--- src/rtl/pipe_pkg.sv ---
// pipe_pkg: shared control-word layout and ID/EX payload bundle
//   CW_WIDTH       control-word width
//   CW_*           bit positions inside the control word
//   DATA_WIDTH     PC+4 / operand / immediate width
//   REG_ADDR_WIDTH register-number width
//   id_ex_payload_t  non-control fields carried from ID to EX
package pipe_pkg;
  localparam int CW_WIDTH       = 11;
  localparam int DATA_WIDTH     = 32;
  localparam int REG_ADDR_WIDTH = 5;
  localparam int CW_REGDST      = 10;
  localparam int CW_BRANCH_HI   = 9;
  localparam int CW_BRANCH_LO   = 8;
  localparam int CW_MEMREAD     = 7;
  localparam int CW_MEMTOREG    = 6;
  localparam int CW_ALUOP_HI    = 5;
  localparam int CW_ALUOP_LO    = 3;
  localparam int CW_MEMWRITE    = 2;
  localparam int CW_ALUSRC      = 1;
  localparam int CW_REGWRITE    = 0;
  typedef struct packed {
    logic [DATA_WIDTH-1:0]     pc_plus4;
    logic [DATA_WIDTH-1:0]     read_data1;
    logic [DATA_WIDTH-1:0]     read_data2;
    logic [DATA_WIDTH-1:0]     imm_ext;
    logic [REG_ADDR_WIDTH-1:0] rs;
    logic [REG_ADDR_WIDTH-1:0] rt;
    logic [REG_ADDR_WIDTH-1:0] rd;
  } id_ex_payload_t;
endpackage

--- src/rtl/sat_counter.sv ---
// sat_counter: saturating up-counter with synchronous clear
//   clk, reset   clock and async active-high reset
//   clear        synchronous clear, wins over inc
//   inc          count up by one unless already all-ones
//   count        current value
module sat_counter #(
  parameter int WIDTH = 16
) (
  input  logic             clk,
  input  logic             reset,
  input  logic             clear,
  input  logic             inc,
  output logic [WIDTH-1:0] count
);
  logic [WIDTH-1:0] count_q, count_d;
  always_comb count_d = clear ? '0 : (inc && count_q != '1) ? count_q + WIDTH'(1) : count_q;
  always_ff @(posedge clk or posedge reset)
    if (reset) count_q <= '0;
    else count_q <= count_d;
  assign count = count_q;
endmodule

--- src/rtl/id_ex_pipe_reg.sv ---
// id_ex_pipe_reg: ID/EX pipeline register with stall hold, flush bubble and perf counters
//   clk, reset        clock and async active-high reset
//   stall, flush      hold contents / load a bubble (stall wins)
//   perf_clear        synchronous clear of both counters
//   ID_*              control word and payload from ID
//   EX_*              registered control word and payload, EX_valid marks a real instruction
//   EX_mem_read, EX_reg_write, EX_write_reg  decoded for hazard/forwarding units
//   stall_count, bubble_count  saturating performance counters
module id_ex_pipe_reg #(
  parameter int DATA_WIDTH     = pipe_pkg::DATA_WIDTH,
  parameter int REG_ADDR_WIDTH = pipe_pkg::REG_ADDR_WIDTH,
  parameter int CW_WIDTH       = pipe_pkg::CW_WIDTH,
  parameter int CNT_WIDTH      = 16
) (
  input  logic                      clk,
  input  logic                      reset,
  input  logic                      stall,
  input  logic                      flush,
  input  logic                      perf_clear,
  input  logic [CW_WIDTH-1:0]       ID_control_words,
  input  logic [DATA_WIDTH-1:0]     ID_pc_plus4,
  input  logic [DATA_WIDTH-1:0]     ID_read_data1,
  input  logic [DATA_WIDTH-1:0]     ID_read_data2,
  input  logic [DATA_WIDTH-1:0]     ID_imm_ext,
  input  logic [REG_ADDR_WIDTH-1:0] ID_rs,
  input  logic [REG_ADDR_WIDTH-1:0] ID_rt,
  input  logic [REG_ADDR_WIDTH-1:0] ID_rd,
  output logic [CW_WIDTH-1:0]       EX_control_words,
  output logic [DATA_WIDTH-1:0]     EX_pc_plus4,
  output logic [DATA_WIDTH-1:0]     EX_read_data1,
  output logic [DATA_WIDTH-1:0]     EX_read_data2,
  output logic [DATA_WIDTH-1:0]     EX_imm_ext,
  output logic [REG_ADDR_WIDTH-1:0] EX_rs,
  output logic [REG_ADDR_WIDTH-1:0] EX_rt,
  output logic [REG_ADDR_WIDTH-1:0] EX_rd,
  output logic                      EX_valid,
  output logic                      EX_mem_read,
  output logic                      EX_reg_write,
  output logic [REG_ADDR_WIDTH-1:0] EX_write_reg,
  output logic [CNT_WIDTH-1:0]      stall_count,
  output logic [CNT_WIDTH-1:0]      bubble_count
);
  import pipe_pkg::*;
  logic [CW_WIDTH-1:0] cw_q, cw_d;
  id_ex_payload_t      pl_q, pl_d, id_pl;
  logic                valid_q, valid_d;
  always_comb begin
    id_pl            = '0;
    id_pl.pc_plus4   = ID_pc_plus4;
    id_pl.read_data1 = ID_read_data1;
    id_pl.read_data2 = ID_read_data2;
    id_pl.imm_ext    = ID_imm_ext;
    id_pl.rs         = ID_rs;
    id_pl.rt         = ID_rt;
    id_pl.rd         = ID_rd;
  end
  // stall freezes everything, so a flush in a stalled cycle is dropped
  always_comb begin
    cw_d    = stall ? cw_q : flush ? '0 : ID_control_words;
    pl_d    = stall ? pl_q : flush ? '0 : id_pl;
    valid_d = stall ? valid_q : !flush;
  end
  always_ff @(posedge clk or posedge reset)
    if (reset) begin
      cw_q    <= '0;
      pl_q    <= '0;
      valid_q <= 1'b0;
    end else begin
      cw_q    <= cw_d;
      pl_q    <= pl_d;
      valid_q <= valid_d;
    end
  assign EX_control_words = cw_q;
  assign EX_pc_plus4      = pl_q.pc_plus4;
  assign EX_read_data1    = pl_q.read_data1;
  assign EX_read_data2    = pl_q.read_data2;
  assign EX_imm_ext       = pl_q.imm_ext;
  assign EX_rs            = pl_q.rs;
  assign EX_rt            = pl_q.rt;
  assign EX_rd            = pl_q.rd;
  assign EX_valid         = valid_q;
  assign EX_mem_read      = cw_q[CW_MEMREAD];
  // a bubble must never look like a register write to forwarding logic
  assign EX_reg_write     = cw_q[CW_REGWRITE] & valid_q;
  assign EX_write_reg     = cw_q[CW_REGDST] ? pl_q.rd : pl_q.rt;
  sat_counter #(.WIDTH(CNT_WIDTH)) u_stall_cnt (
    .clk   (clk),
    .reset (reset),
    .clear (perf_clear),
    .inc   (stall),
    .count (stall_count)
  );
  sat_counter #(.WIDTH(CNT_WIDTH)) u_bubble_cnt (
    .clk   (clk),
    .reset (reset),
    .clear (perf_clear),
    .inc   (!stall && flush),
    .count (bubble_count)
  );
endmodule

--- config.mk ---
export PLATFORM = sky130hd
export DESIGN_NAME = id_ex_pipe_reg
export DESIGN_NICKNAME = d
export VERILOG_FILES = /design/src/rtl/pipe_pkg.sv /design/src/rtl/sat_counter.sv /design/src/rtl/id_ex_pipe_reg.sv
export SDC_FILE = /design/constraint.sdc
export NUM_CORES = 1
export LEC_CHECK = 0
export CORE_ASPECT_RATIO = 1.1
export CORE_MARGIN = 4
export CORE_UTILIZATION = 41
export CTS_CLUSTER_SIZE = 10
export DETAILED_ROUTE_END_ITERATION = 12
export PLACE_DENSITY = 0.77
export SLEW_MARGIN = 10
export SYNTH_ARGS = -nofsm -noshare
export SYNTH_HDL_FRONTEND = slang
export SYNTH_SLANG_ARGS = --single-unit
--- constraint.sdc ---
create_clock -name clk -period 7.4 [get_ports clk]
set_clock_uncertainty 0.2 [all_clocks]
set_input_delay 1.11 -clock clk [delete_from_list [all_inputs] [get_ports clk]]
set_output_delay 1.11 -clock clk [all_outputs]
set_load 0.005 [all_outputs]
==> impl_results.md <==
* Status: finished clean
* Reg-to-Reg End: u_bubble_cnt.count[13]
* Row count at 51
* Area of the die at 20280 um^2
* PD cells at 210.3 nW/um^2
* CTS root buffer: clkbuf_16
* Tightest Hold Check Type: reg -> reg
* Reg2Reg Depth at 5
* Ports at 353
* Port-buffer cells at 352
* Drt wl/cell at 21.64 um
* Most frequent cells in the layout: 351 x clkdlybuf4s50_1, 187 x dfrtp_1, 153 x a22o_1
* Total vias in the final route at 6160
* Routed WL at 24780 um
* Die X at 136.1 um
* Synth Area per Inst at 13.32 um^2
* Clk network pwr share at 0.386
* Gr usage total at 0.2384
* Worst-Skew Late Latency at 0.43 ns
* Post-synth ARST share at 1.000
* CORE AREA at 17740 um^2
* Reg2Reg Launch Point: u_bubble_cnt.count[0]
* CTS Buf Count at 17
* Final hold vios at 0
* Drt pass-1 iters at 4
* Synth Flop Type: dfrtp_1
* # H-tree levels at 4
* Area post-placement at 11110 um^2
* Syn_nets at 717
* Hold Path Origin: EX_pc_plus4[30]
* Crit share post-route at 0.4473
* Slew @ Worst Pin at 1.050 ns
* Reg2Reg Setup Slack at 5.32 ns
* Pwr Total at 2467 uW
* Synthesized flop and latch total at 187
* DR vias/cell at 5.380
* Final Max Slew Viols at 0
* Routability congestion estimate at 0.7754
* Worst-path clk slew at 0.07 ns
* Max-Cap Viols at 0
* Initial core utilization at 0.4174
* Post-route ant nets at 0
* CP Class: in -> reg
* Warnings, synthesis at 0
* Crit path DAT at 3.47 ns
* Initial DRC Count at 331
* Fmax at 302.1 MHz
* P&R area growth vs syn at 58.43%
* Layout cells sized above 1 at 0.07301
* Global-route wire length before repair at 37130 um
* Crit start category: input pin
* Maximum vdd drop at 0.1688 mV
* Max_slew headroom at 0.2997
* Setup bufs post-CTS at 0
* Combinational power share at 0.156
* Cell area after synthesis at 7405 um^2
* Detail Placement HPWL at 17840 um
* Final setup violation count at 0
* CTS Hold Buffers Added at 0
* P_leak at 0.005043 uW
* Die Y at 148.9 um
* DR DRC count at 0
* Vias in the first global route at 6257
* Nets at 1052
* Post-Syn Instances at 556
* Clk buf depth at 2
* Worst Path Required at 7.56 ns
* Minimum clock period at 3.310 ns
* Register area share after synthesis at 0.6320
* Gr ovfl total at 0
* Worst Path Max Fanout at 95
* Worst setup endpoint: EX_read_data1[5]
* Util after Layout at 0.6613
* EDFF count, synth at 0
* Sequential share of power at 0.459
* Clock sinks at 187
* Maximum number of pins on one net before global-route repair at 127
* Commonest non-fill, non-tap cell in the layout: clkdlybuf4s50_1
* CTS tree: built
* Pint at 1857 uW
* Synth unique cells at 52
* Post-route cell area at 11730 um^2
* Crit end category: register
* Hold path depth at 2
* Net Sw Frac at 0.2470
* Worst Setup SP: flush
* Post-CTS sizing at 0
* RSZ-0062 raised after global routing: false
* Setup TNS at 0 ns
* Net Sw Power at 609.2 uW
* Initial antenna violation count at 3
[registers in the layout, summed over array words and instances, names as in the netlist]
signal              cells
EX_control_words       11
EX_imm_ext             32
EX_pc_plus4            32
EX_rd                   5
EX_read_data1          32
EX_read_data2          32
EX_rs                   5
EX_rt                   5
EX_valid                1
u_bubble_cnt.count     16
u_stall_cnt.count      16
[metal layers]
| layer | wire length [um] | global-route usage | vias to the layer above |
|---|---|---|---|
| met2 | 12280 | 0.3994 | 268 |
| met5 | 0 | 0 | - |
| met4 | 801 | 0.09577 | 0 |
| li1 | - | - | 2829 |
| met3 | 2180 | 0.08198 | 48 |
| met1 | 9515 | 0.2811 | 3015 |
[cells in the mapped netlist, drive strengths merged, types with 3 or more instances]
| library cell | instances | area (um^2) |
|---|---|---|
| dfrtp | 187 | 4679 |
| or4b | 3 | 30.03 |
| mux2 | 10 | 116.4 |
| nor2 | 13 | 48.80 |
| or3 | 7 | 48.80 |
| o41ai | 4 | 35.03 |
| inv | 5 | 18.77 |
| a21oi | 28 | 143.9 |
| or4 | 5 | 37.54 |
| clkbuf | 32 | 120.1 |
| buf | 9 | 47.55 |
| nand4 | 6 | 58.80 |
| nor2b | 5 | 31.28 |
| and4b | 3 | 30.03 |
| nand3 | 15 | 102.6 |
| nor3 | 7 | 35.03 |
| and2 | 3 | 18.77 |
| a22o | 153 | 1340 |
| nand2 | 17 | 66.32 |
| o311ai | 3 | 43.80 |
| o21ai | 8 | 40.04 |
| o31ai | 5 | 37.54 |
| and3 | 5 | 32.53 |
| nor4 | 4 | 76.32 |
[metrics by stage]
stage                     std cells  hold slack [ns]  setup slack, ns
final                          1145           0.3053            4.090
after detailed placement       1110           0.2799            3.646
after floorplan                 556           0.2763            1.005
after CTS                      1142           0.3025            4.130
after global placement         1110           0.2853            3.645
after global routing           1145           0.3203            3.904
[cell families after synthesis]
family | synth area share
compound gates | 0.2312
flops | 0.6320
simple gates | 0.08990
buf+inv | 0.02518
mux | 0.01842
fa+ha+maj | 0.003379
[power groups by stage]
stage                     sequential, uW  combinational (uW)  clock, uW
after global placement              1150                 379          0
after global routing                1140                 410       1020
after detailed placement            1150                 386          0
after CTS                           1130                 388        966
after floorplan                     1150                 113          0
final                               1130                 384        951
[worst max-delay path: stages]
cell,delay (ns)
clkdlybuf4s50_1,0.53
nor2_4,0.11
buf_4,0.75
buf_4,0.64
a22o_1,0.22
[worst min-delay path by stage]
stage,slack [ns],endpoint
after floorplan,0.28,EX_pc_plus4[30]
after global placement,0.29,EX_pc_plus4[30]
after detailed placement,0.28,EX_pc_plus4[30]
after CTS,0.30,EX_pc_plus4[30]
after global routing,0.32,EX_read_data1[26]
final,0.31,EX_pc_plus4[30]
[layout make-up]
class                   count  area, um^2
clock buffers              18       439.2
flip-flops and latches    187        4679
fillers                  1382        6008
well taps                 238       297.8
inverters                   5       26.28
clock inverters            14       176.4
multi-input cells         323        2546
repair buffers            357        3558
diodes                      3       7.507
Note: power is estimated with default switching activity, not from simulation.
